## config.mk

```make
export PLATFORM = sky130hd
export DESIGN_NAME = axi_sram_slave_flat
export DESIGN_NICKNAME = d
export VERILOG_FILES = /design/src/rtl/axi_sram_slave_if.sv /design/src/rtl/axi_sram_slave.sv /design/src/flat_wrapper.sv
export SDC_FILE = /design/constraint.sdc
export NUM_CORES = 1
export LEC_CHECK = 0
export CAP_MARGIN = 20
export CORE_AREA = 2 2 118 120
export DETAILED_ROUTE_END_ITERATION = 12
export DIE_AREA = 0 0 120 122
export GPL_ROUTABILITY_DRIVEN = 0
export GPL_TIMING_DRIVEN = 0
export PLACE_DENSITY = 0.77
export SLEW_MARGIN = 10
export SYNTH_ARGS = -nofsm -noshare
export SYNTH_HDL_FRONTEND = slang
export SYNTH_SLANG_ARGS = --single-unit
```

## constraint.sdc

```tcl
create_clock -name ACLK -period 4 [get_ports ACLK]
set_input_delay 1.2 -clock ACLK [delete_from_list [all_inputs] [get_ports ACLK]]
set_output_delay 1.2 -clock ACLK [all_outputs]
set_load 0.03 [all_outputs]
```

## src/rtl/axi_sram_slave_if.sv

```systemverilog
// AXI3 write/read channel bundle between the cache bridge (master) and the SRAM slave.
interface axi_sram_slave_if #(
  parameter int DATA_WIDTH = 32,
  parameter int ADDR_WIDTH = 32,
  parameter int ID_WIDTH   = 4,
  parameter int STRB_WIDTH = DATA_WIDTH / 8
);
  logic [ADDR_WIDTH-1:0] AWADDR;
  logic [3:0]            AWLEN;
  logic [2:0]            AWSIZE;
  logic [1:0]            AWBURST;
  logic [ID_WIDTH-1:0]   AWID;
  logic                  AWVALID;
  logic                  AWREADY;

  logic [DATA_WIDTH-1:0] WDATA;
  logic [STRB_WIDTH-1:0] WSTRB;
  logic                  WLAST;
  logic [ID_WIDTH-1:0]   WID;
  logic                  WVALID;
  logic                  WREADY;

  logic [1:0]            BRESP;
  logic [ID_WIDTH-1:0]   BID;
  logic                  BVALID;
  logic                  BREADY;

  logic [ADDR_WIDTH-1:0] ARADDR;
  logic [3:0]            ARLEN;
  logic [2:0]            ARSIZE;
  logic [1:0]            ARBURST;
  logic [ID_WIDTH-1:0]   ARID;
  logic                  ARVALID;
  logic                  ARREADY;

  logic [DATA_WIDTH-1:0] RDATA;
  logic [1:0]            RRESP;
  logic                  RLAST;
  logic [ID_WIDTH-1:0]   RID;
  logic                  RVALID;
  logic                  RREADY;

  modport master (
    output AWADDR, AWLEN, AWSIZE, AWBURST, AWID, AWVALID,
    input  AWREADY,
    output WDATA, WSTRB, WLAST, WID, WVALID,
    input  WREADY,
    input  BRESP, BID, BVALID,
    output BREADY,
    output ARADDR, ARLEN, ARSIZE, ARBURST, ARID, ARVALID,
    input  ARREADY,
    input  RDATA, RRESP, RLAST, RID, RVALID,
    output RREADY
  );

  modport slave (
    input  AWADDR, AWLEN, AWSIZE, AWBURST, AWID, AWVALID,
    output AWREADY,
    input  WDATA, WSTRB, WLAST, WID, WVALID,
    output WREADY,
    output BRESP, BID, BVALID,
    input  BREADY,
    input  ARADDR, ARLEN, ARSIZE, ARBURST, ARID, ARVALID,
    output ARREADY,
    output RDATA, RRESP, RLAST, RID, RVALID,
    input  RREADY
  );
endinterface

```

## src/rtl/axi_sram_slave.sv

```systemverilog
// AXI3 burst slave in front of a single-port synchronous SRAM, one transaction at a time.
// Write beats hit the SRAM combinationally on the W handshake; reads take 2 cycles per beat.
module axi_sram_slave #(
  parameter int DATA_WIDTH = 32,
  parameter int ADDR_WIDTH = 32,
  parameter int ID_WIDTH   = 4,
  parameter int STRB_WIDTH = DATA_WIDTH / 8,
  parameter int MEM_AW     = 14
) (
  input  logic                  ACLK,
  input  logic                  ARESETn,
  axi_sram_slave_if.slave       s_axi,
  output logic                  sram_en,
  output logic [STRB_WIDTH-1:0] sram_we,
  output logic [MEM_AW-1:0]     sram_addr,
  output logic [DATA_WIDTH-1:0] sram_wdata,
  input  logic [DATA_WIDTH-1:0] sram_rdata,
  output logic                  mem_writing,
  output logic [ADDR_WIDTH-1:0] last_write_address
);

  typedef enum logic [2:0] {
    S_IDLE    = 3'd0,
    S_WR_DATA = 3'd1,
    S_WR_RESP = 3'd2,
    S_RD_REQ  = 3'd3,
    S_RD_DATA = 3'd4
  } state_e;

  state_e state_q, state_d;

  logic [MEM_AW-1:0]     addr_q, addr_d;
  logic [3:0]            len_q, len_d;
  logic [3:0]            cnt_q, cnt_d;
  logic [ID_WIDTH-1:0]   id_q, id_d;
  logic                  fixed_q, fixed_d;
  logic                  mem_writing_q, mem_writing_d;
  logic [ADDR_WIDTH-1:0] lwa_q, lwa_d;

  logic aw_hs, ar_hs, w_hs, r_hs, rlast;
  logic [MEM_AW-1:0] addr_step;

  // Write wins a same-cycle AW/AR collision; the read waits for the next IDLE.
  assign aw_hs = (state_q == S_IDLE) && s_axi.AWVALID;
  assign ar_hs = (state_q == S_IDLE) && !s_axi.AWVALID && s_axi.ARVALID;
  assign w_hs  = (state_q == S_WR_DATA) && s_axi.WVALID;
  assign r_hs  = (state_q == S_RD_DATA) && s_axi.RREADY;
  assign rlast = (cnt_q == len_q);
  assign addr_step = {{(MEM_AW-1){1'b0}}, !fixed_q};

  logic unused_in;
  assign unused_in = ^{s_axi.AWSIZE, s_axi.ARSIZE, s_axi.WID,
                       s_axi.AWADDR[ADDR_WIDTH-1:MEM_AW+2], s_axi.AWADDR[1:0],
                       s_axi.ARADDR[ADDR_WIDTH-1:MEM_AW+2], s_axi.ARADDR[1:0]};

  always_ff @(posedge ACLK) begin
    if (!ARESETn) begin
      state_q <= S_IDLE;
    end else begin
      state_q <= state_d;
    end
  end

  always_comb begin
    state_d = state_q;
    case (state_q)
      S_IDLE: begin
        if (s_axi.AWVALID)      state_d = S_WR_DATA;
        else if (s_axi.ARVALID) state_d = S_RD_REQ;
      end
      // WLAST ends the burst even if it disagrees with AWLEN.
      S_WR_DATA: if (s_axi.WVALID && s_axi.WLAST) state_d = S_WR_RESP;
      S_WR_RESP: if (s_axi.BREADY) state_d = S_IDLE;
      S_RD_REQ:  state_d = S_RD_DATA;
      S_RD_DATA: if (s_axi.RREADY) state_d = rlast ? S_IDLE : S_RD_REQ;
      default:   state_d = S_IDLE;
    endcase
  end

  always_comb begin
    addr_d        = addr_q;
    len_d         = len_q;
    cnt_d         = cnt_q;
    id_d          = id_q;
    fixed_d       = fixed_q;
    mem_writing_d = mem_writing_q;
    lwa_d         = lwa_q;
    if (aw_hs) begin
      addr_d        = s_axi.AWADDR[MEM_AW+1:2];
      len_d         = s_axi.AWLEN;
      cnt_d         = 4'd0;
      id_d          = s_axi.AWID;
      fixed_d       = (s_axi.AWBURST == 2'b00);
      mem_writing_d = 1'b1;
      lwa_d         = s_axi.AWADDR;
    end else if (ar_hs) begin
      addr_d  = s_axi.ARADDR[MEM_AW+1:2];
      len_d   = s_axi.ARLEN;
      cnt_d   = 4'd0;
      id_d    = s_axi.ARID;
      fixed_d = (s_axi.ARBURST == 2'b00);
    end
    // Word address wraps naturally at 2^MEM_AW.
    if (w_hs || (r_hs && !rlast)) begin
      addr_d = addr_q + addr_step;
      cnt_d  = cnt_q + 4'd1;
    end
    if ((state_q == S_WR_RESP) && s_axi.BREADY) begin
      mem_writing_d = 1'b0;
    end
  end

  always_ff @(posedge ACLK) begin
    if (!ARESETn) begin
      addr_q        <= '0;
      len_q         <= '0;
      cnt_q         <= '0;
      id_q          <= '0;
      fixed_q       <= 1'b0;
      mem_writing_q <= 1'b0;
      lwa_q         <= '0;
    end else begin
      addr_q        <= addr_d;
      len_q         <= len_d;
      cnt_q         <= cnt_d;
      id_q          <= id_d;
      fixed_q       <= fixed_d;
      mem_writing_q <= mem_writing_d;
      lwa_q         <= lwa_d;
    end
  end

  always_comb begin
    s_axi.AWREADY = 1'b0;
    s_axi.ARREADY = 1'b0;
    s_axi.WREADY  = 1'b0;
    s_axi.BVALID  = 1'b0;
    s_axi.BID     = '0;
    s_axi.BRESP   = 2'b00;
    s_axi.RVALID  = 1'b0;
    s_axi.RDATA   = '0;
    s_axi.RID     = '0;
    s_axi.RRESP   = 2'b00;
    s_axi.RLAST   = 1'b0;
    sram_en       = 1'b0;
    sram_we       = '0;
    sram_addr     = '0;
    sram_wdata    = '0;
    case (state_q)
      S_IDLE: begin
        s_axi.AWREADY = 1'b1;
        s_axi.ARREADY = !s_axi.AWVALID;
      end
      S_WR_DATA: begin
        s_axi.WREADY = 1'b1;
        if (s_axi.WVALID) begin
          sram_en    = 1'b1;
          sram_we    = s_axi.WSTRB;
          sram_addr  = addr_q;
          sram_wdata = s_axi.WDATA;
        end
      end
      S_WR_RESP: begin
        s_axi.BVALID = 1'b1;
        s_axi.BID    = id_q;
      end
      S_RD_REQ: begin
        sram_en   = 1'b1;
        sram_addr = addr_q;
      end
      // SRAM stays idle here so its output holds through RREADY backpressure.
      S_RD_DATA: begin
        s_axi.RVALID = 1'b1;
        s_axi.RDATA  = sram_rdata;
        s_axi.RID    = id_q;
        s_axi.RLAST  = rlast;
      end
      default: ;
    endcase
  end

  assign mem_writing        = mem_writing_q;
  assign last_write_address = lwa_q;

endmodule

```

## src/flat_wrapper.sv

```systemverilog
// flat-port wrapper written by rule: the top's interface ports become plain ports
module axi_sram_slave_flat 
#(
  parameter int DATA_WIDTH = 32,
  parameter int ADDR_WIDTH = 32,
  parameter int ID_WIDTH   = 4,
  parameter int STRB_WIDTH = DATA_WIDTH / 8,
  parameter int MEM_AW     = 14
)
  (ACLK, ARESETn, sram_en, sram_we, sram_addr, sram_wdata, sram_rdata, mem_writing, last_write_address, s_axi_AWADDR, s_axi_AWLEN, s_axi_AWSIZE, s_axi_AWBURST, s_axi_AWID, s_axi_AWVALID, s_axi_AWREADY, s_axi_WDATA, s_axi_WSTRB, s_axi_WLAST, s_axi_WID, s_axi_WVALID, s_axi_WREADY, s_axi_BRESP, s_axi_BID, s_axi_BVALID, s_axi_BREADY, s_axi_ARADDR, s_axi_ARLEN, s_axi_ARSIZE, s_axi_ARBURST, s_axi_ARID, s_axi_ARVALID, s_axi_ARREADY, s_axi_RDATA, s_axi_RRESP, s_axi_RLAST, s_axi_RID, s_axi_RVALID, s_axi_RREADY);
  axi_sram_slave_if #(.DATA_WIDTH(DATA_WIDTH), .ADDR_WIDTH(ADDR_WIDTH), .ID_WIDTH(ID_WIDTH), .STRB_WIDTH(STRB_WIDTH)) s_axi_i ();
  input  logic ACLK;
  input  logic ARESETn;
  output logic sram_en;
  output logic [STRB_WIDTH-1:0] sram_we;
  output logic [MEM_AW-1:0] sram_addr;
  output logic [DATA_WIDTH-1:0] sram_wdata;
  input  logic [DATA_WIDTH-1:0] sram_rdata;
  output logic mem_writing;
  output logic [ADDR_WIDTH-1:0] last_write_address;
  input wire logic [$bits(s_axi_i.AWADDR)-1:0] s_axi_AWADDR;
  input wire logic [$bits(s_axi_i.AWLEN)-1:0] s_axi_AWLEN;
  input wire logic [$bits(s_axi_i.AWSIZE)-1:0] s_axi_AWSIZE;
  input wire logic [$bits(s_axi_i.AWBURST)-1:0] s_axi_AWBURST;
  input wire logic [$bits(s_axi_i.AWID)-1:0] s_axi_AWID;
  input wire logic [$bits(s_axi_i.AWVALID)-1:0] s_axi_AWVALID;
  output wire logic [$bits(s_axi_i.AWREADY)-1:0] s_axi_AWREADY;
  input wire logic [$bits(s_axi_i.WDATA)-1:0] s_axi_WDATA;
  input wire logic [$bits(s_axi_i.WSTRB)-1:0] s_axi_WSTRB;
  input wire logic [$bits(s_axi_i.WLAST)-1:0] s_axi_WLAST;
  input wire logic [$bits(s_axi_i.WID)-1:0] s_axi_WID;
  input wire logic [$bits(s_axi_i.WVALID)-1:0] s_axi_WVALID;
  output wire logic [$bits(s_axi_i.WREADY)-1:0] s_axi_WREADY;
  output wire logic [$bits(s_axi_i.BRESP)-1:0] s_axi_BRESP;
  output wire logic [$bits(s_axi_i.BID)-1:0] s_axi_BID;
  output wire logic [$bits(s_axi_i.BVALID)-1:0] s_axi_BVALID;
  input wire logic [$bits(s_axi_i.BREADY)-1:0] s_axi_BREADY;
  input wire logic [$bits(s_axi_i.ARADDR)-1:0] s_axi_ARADDR;
  input wire logic [$bits(s_axi_i.ARLEN)-1:0] s_axi_ARLEN;
  input wire logic [$bits(s_axi_i.ARSIZE)-1:0] s_axi_ARSIZE;
  input wire logic [$bits(s_axi_i.ARBURST)-1:0] s_axi_ARBURST;
  input wire logic [$bits(s_axi_i.ARID)-1:0] s_axi_ARID;
  input wire logic [$bits(s_axi_i.ARVALID)-1:0] s_axi_ARVALID;
  output wire logic [$bits(s_axi_i.ARREADY)-1:0] s_axi_ARREADY;
  output wire logic [$bits(s_axi_i.RDATA)-1:0] s_axi_RDATA;
  output wire logic [$bits(s_axi_i.RRESP)-1:0] s_axi_RRESP;
  output wire logic [$bits(s_axi_i.RLAST)-1:0] s_axi_RLAST;
  output wire logic [$bits(s_axi_i.RID)-1:0] s_axi_RID;
  output wire logic [$bits(s_axi_i.RVALID)-1:0] s_axi_RVALID;
  input wire logic [$bits(s_axi_i.RREADY)-1:0] s_axi_RREADY;
  assign s_axi_i.AWADDR = s_axi_AWADDR;
  assign s_axi_i.AWLEN = s_axi_AWLEN;
  assign s_axi_i.AWSIZE = s_axi_AWSIZE;
  assign s_axi_i.AWBURST = s_axi_AWBURST;
  assign s_axi_i.AWID = s_axi_AWID;
  assign s_axi_i.AWVALID = s_axi_AWVALID;
  assign s_axi_AWREADY = s_axi_i.AWREADY;
  assign s_axi_i.WDATA = s_axi_WDATA;
  assign s_axi_i.WSTRB = s_axi_WSTRB;
  assign s_axi_i.WLAST = s_axi_WLAST;
  assign s_axi_i.WID = s_axi_WID;
  assign s_axi_i.WVALID = s_axi_WVALID;
  assign s_axi_WREADY = s_axi_i.WREADY;
  assign s_axi_BRESP = s_axi_i.BRESP;
  assign s_axi_BID = s_axi_i.BID;
  assign s_axi_BVALID = s_axi_i.BVALID;
  assign s_axi_i.BREADY = s_axi_BREADY;
  assign s_axi_i.ARADDR = s_axi_ARADDR;
  assign s_axi_i.ARLEN = s_axi_ARLEN;
  assign s_axi_i.ARSIZE = s_axi_ARSIZE;
  assign s_axi_i.ARBURST = s_axi_ARBURST;
  assign s_axi_i.ARID = s_axi_ARID;
  assign s_axi_i.ARVALID = s_axi_ARVALID;
  assign s_axi_ARREADY = s_axi_i.ARREADY;
  assign s_axi_RDATA = s_axi_i.RDATA;
  assign s_axi_RRESP = s_axi_i.RRESP;
  assign s_axi_RLAST = s_axi_i.RLAST;
  assign s_axi_RID = s_axi_i.RID;
  assign s_axi_RVALID = s_axi_i.RVALID;
  assign s_axi_i.RREADY = s_axi_RREADY;
  axi_sram_slave #(.DATA_WIDTH(DATA_WIDTH), .ADDR_WIDTH(ADDR_WIDTH), .ID_WIDTH(ID_WIDTH), .STRB_WIDTH(STRB_WIDTH), .MEM_AW(MEM_AW)) u_core (.ACLK(ACLK), .ARESETn(ARESETn), .s_axi(s_axi_i), .sram_en(sram_en), .sram_we(sram_we), .sram_addr(sram_addr), .sram_wdata(sram_wdata), .sram_rdata(sram_rdata), .mem_writing(mem_writing), .last_write_address(last_write_address));
endmodule
```

; ---- After elaboration in Yosys (flattened, before gate mapping)
; Cells that the tools add are included.
[op_classes]
shift = 0
magnitude_cmp = 0
mul = 0
bitwise_logic = 1
n_eq_ne = 9
n_reduce_logical = 19
mux = 36
add_sub_neg = 2
div_mod_pow = 0
[ops]
columns = op, n
row1 = $mux 32, 3
row2 = $mux 14, 4
row3 = $mux 4, 11
row4 = $pmux 14 s2, 1
row5 = $mux 3, 5
row6 = $pmux 3 s5, 1
row7 = $add 14x1->14, 1
row8 = $mux 1, 9
row9 = $logic_and 1x1->1, 8
row10 = $eq 3x2->1 const B, 2
row11 = $ne 2x2->1 const B, 3
row12 = $add 4x1->4 const B, 1
row13 = $eq 4x4->1, 1
row14 = $logic_not 2->1, 2
row15 = $reduce_and 4->1, 1
row16 = $eq 3x1->1 const B, 1
row17 = $eq 3x3->1 const B, 1
row18 = $logic_not 1->1, 3
row19 = $logic_not 3->1, 1
row20 = $ne 3x3->1 const B, 1
row21 = $reduce_bool 3->1, 1
row22 = $mux 2, 1
row23 = $pmux 1 s2, 1
row24 = $reduce_bool 2->1, 1
row25 = 3 further kinds, 3
[totals]
out_inout_bits = 134
ram_bits = 0
word_cells = 75
latchBits = 0
mem_count = 0
rom_bits = 0
register_bits = 63
inputBits = 170

; ---- Logic depth before layout (Yosys ltp)
[logic_depth]
word_depth = 6
depth_mapped = 8
depth_no_buf = 7

; ---- Least setup slack after synthesis
; OpenSTA, ideal clock, no wires.
[synth_path]
path_kind = input -> output
startpoint = input port s_axi_WVALID
endpoint = output port sram_addr[0]
n_path_buf = 1
slack_ps = 652
required_ps = 2800
cell_stages = 4
t_arrival_ps = 2148
cell_sequence = nor2_1 nor2_1 clkbuf_1 and2_1
[synth_via]
elab_chain_len = 2
[synth_rtl]
columns = item, line_no
row1 = from (decl), flat_wrapper.sv:32  ; input wire logic [$bits(s_axi_i.WVALID)-1:0] s_axi_WVALID;
row2 = $mux 14, axi_sram_slave.sv:156  ; if (s_axi.WVALID) begin
row3 = $pmux 14 s2, axi_sram_slave.sv:149  ; case (state_q)
row4 = to (decl), flat_wrapper.sv:16  ; output logic [MEM_AW-1:0] sram_addr;
; No other way between the ends.

; ---- Worst setup path after layout
[layout_path]
startpoint = input port s_axi_WVALID
endpoint = output port sram_wdata[23]
[layout_via]
elab_chain_len = 2
[layout_rtl]
columns = item, line_no
row1 = $mux 32, axi_sram_slave.sv:156
row2 = $mux 32, axi_sram_slave.sv:149
row3 = to (decl), flat_wrapper.sv:17  ; output logic [DATA_WIDTH-1:0] sram_wdata;
; No other way between the ends.

==> results.sh <==
export IMPL_yosysWarnings=0
export IMPL_viasPerCell=4.62
export IMPL_postSynthCellCount=497
export IMPL_portBuffers=271
export IMPL_die_h_um=122
export IMPL_numCtsBuffers=9
export IMPL_final_setup_tns_ns=0
export IMPL_drive_above_1_share=0.0889
export IMPL_rsz0062_at_grt="no"
export IMPL_critical_path_class="input port to output port"
export IMPL_num_nets_final=955
export IMPL_avgRoutedWirePerCell_um=15.2
export IMPL_grt_pass1_wl_um=22200
export IMPL_fmax_mhz=262
export IMPL_grt_start_max_net_pins=12
export IMPL_crit_path_end_kind="output port"
export IMPL_fp_coreArea_um2=13500
export IMPL_hold_viol=0
export IMPL_tritoncts="built"
export IMPL_grt_pass1_vias=4240
export IMPL_ys_flop_type="dfxtp_1"
export IMPL_synth_edf_count=0
export IMPL_postCtsResizedCells=126
export IMPL_arrival_ns=2.61
export IMPL_cts_sinks=63
export IMPL_num_vias=4467
export IMPL_clock_latency_ns=0.33
export IMPL_wirelength_um=14700
export IMPL_period_needed_ns=3.81
export IMPL_slew_viol_final=0
export IMPL_antenna_found_initial=0
export IMPL_rows=43
export IMPL_drt_first_pass_iters=4
export IMPL_setup_viol=0
export IMPL_fin_skew_ns=0.00647
export IMPL_cts_buffer_depth=2
export IMPL_cts_max_level=3
export IMPL_postCtsHoldBufs=0
export IMPL_nFillCells=1339
export IMPL_synth_cell_type_count=46
export IMPL_syn_to_final_growth_pct=90.7
export IMPL_die_x_um=120
export IMPL_grt_overflow=0
export IMPL_leakage_uw=0.00275
export IMPL_io_pins=304
export IMPL_min_path_type="flop to flop"
export IMPL_die_area_um2=14600
export IMPL_p_per_area_nw_per_um2=502
export IMPL_tightest_slew_ns=0.910
export IMPL_cts_setup_buffers=0
export IMPL_hpwl_um=11700
export IMPL_outcome="completed"
export IMPL_drtIter0Drc=184
export IMPL_dp_slack_ns=-0.780
export IMPL_ys_seq_area_frac=0.351
export IMPL_startpoint_type="input port"
export IMPL_cp_required_ns=2.80
export IMPL_clk_pin_slew_ns=0.06
export IMPL_syn_area_per_cell_um2=7.24
export IMPL_min_period_over_period=0.953
export IMPL_drc=0
export IMPL_ir_drop_mv=0.232
export IMPL_slew_headroom=0.389
export IMPL_track_usage=0.191
export IMPL_syn_cell_area_um2=3600
export IMPL_ant_nets=0
export IMPL_cap_violations=0
export IMPL_diodes=0
export IMPL_synth_seq_cells=63
export IMPL_crit_fanout=10
export IMPL_start_util=0.266
export IMPL_cts_root_buf="clkbuf_16"
export IMPL_async_flop_share=0
export IMPL_finalWorstSetupSlack_ns=0.188
[power by group]
group,total [uW],switching [uW],internal (uW)
registers,906,116,790
clock network,787,289,498
logic,1750,1070,685
[kinds of logic (layout without fill, tap and decap cells)]
family,count (synthesis),after routing,share of synthesized area
AND/OR/NAND/NOR,250,250,0.355
AO/OA/AOI/OAI,119,119,0.194
flip-flops,63,63,0.351
buffers and inverters,53,340,0.0668
XOR/XNOR,5,5,0.0122
adder cells (fa/ha/maj),3,3,0.0104
multiplexers,3,3,0.00939
other,1,4,0.00104
[final timing paths]
path	start	depth (start not counted)	slack [ns]	to
setup / recovery	s_axi_WVALID	6	0.19	sram_wdata[23]
hold / removal	u_core.last_write_address[27]	2	0.45	u_core.last_write_address[27]
setup reg to reg	u_core.state_q[0]	6	1.68	u_core.last_write_address[1]
hold reg to reg	u_core.last_write_address[27]	2	0.45	u_core.last_write_address[27]
[registers in the layout, indices dropped and copies added, names as in the netlist]
name,cells
u_core.id_q,4
u_core.state_q,3
u_core.len_q,4
u_core.last_write_address,32
u_core.mem_writing,1
u_core.cnt_q,4
u_core.fixed_q,1
u_core.addr_q,14
[per-stage QoR]
step                      cells  hold slack [ns]  power, uW   util  area, um^2
after detailed placement    951            0.449       2690  0.485        6550
after global routing        967            0.466       3660  0.508        6860
after global placement      951            0.441       2670  0.485        6550
after floorplan             500            0.446       1950      -        3610
final                       967            0.452       3450  0.508        6860
after CTS                   967            0.455       3470  0.508        6870
[routing by layer]
| metal | global-route usage | vias to the layer above | part of all wire | wire length [um] |
|---|---|---|---|---|
| li1 | - | 2282 | - | - |
| met1 | 0.255 | 2020 | 0.44 | 6440 |
| met2 | 0.307 | 147 | 0.48 | 6980 |
| met3 | 0.0524 | 18 | 0.072 | 1050 |
| met4 | 0.0441 | 0 | 0.013 | 197 |
| met5 | 0 | - | 0 | 0 |
[final cells by class]
cell class                 instances  area (um^2)  area share
multi-input combinational        384         2120       0.308
timing repair buffer             271         2700       0.394
sequential                        63         1260       0.184
clock buffer                      11          243      0.0354
inverter                          12         45.0     0.00656
buffer                            41          211      0.0308
clock inverter                     5         57.6     0.00839
tap                              180          225      0.0328
[critical path: stages]
cell and delay (ns):
dlygate4sd2_1 0.30, nor3b_4 0.25, clkbuf_8 0.20, clkbuf_2 0.19, and2_1 0.16, clkdlybuf4s18_2 0.31
[synth_stat cells (all sizes together), types with 2 or more instances]
cell type	instances	share of area
clkbuf	30	0.031
dfxtp	63	0.35
a21oi	61	0.085
nand3	7	0.0097
mux2	3	0.0094
o311a	3	0.0083
ha	3	0.010
o22ai	6	0.010
and3	40	0.070
and2	52	0.090
a211oi	3	0.0063
and4	2	0.0049
nand4	3	0.0052
xnor2	4	0.0097
nand4bb	2	0.0063
buf	11	0.023
nand2	100	0.10
o21ai	25	0.035
nor4	4	0.0070
nor2	22	0.023
nor3	9	0.013
a221oi	2	0.0049
inv	12	0.013
a21o	3	0.0063
a31oi	4	0.0070
o31a	5	0.012
nand2b	2	0.0035
or3	2	0.0035
[layout by cell type (no fill, tap or decap), types with 3 or more instances in the layout]
cell type          n
buf_4              4
nand3_1            7
nand2_1          100
and3_1            40
xnor2_1            4
clkbuf_1          25
o31a_1             5
buf_6              3
dlygate4sd2_1     17
a211oi_1           3
conb_1             4
clkdlybuf4s50_1  223
nor2_1            21
clkbuf_2           6
ha_1               3
nand4_1            3
o22ai_1            6
nor3_1             9
inv_1             11
a31oi_1            4
clkinvlp_4         3
clkbuf_16          9
clkdlybuf4s15_2   25
dfxtp_1           63
buf_2              6
mux2_2             3
o21ai_0           25
nor4_1             4
a21o_1             3
a21oi_1           61
and2_1            52
o311a_1            3
No activity file was read; power rests on OpenSTA's default activity.
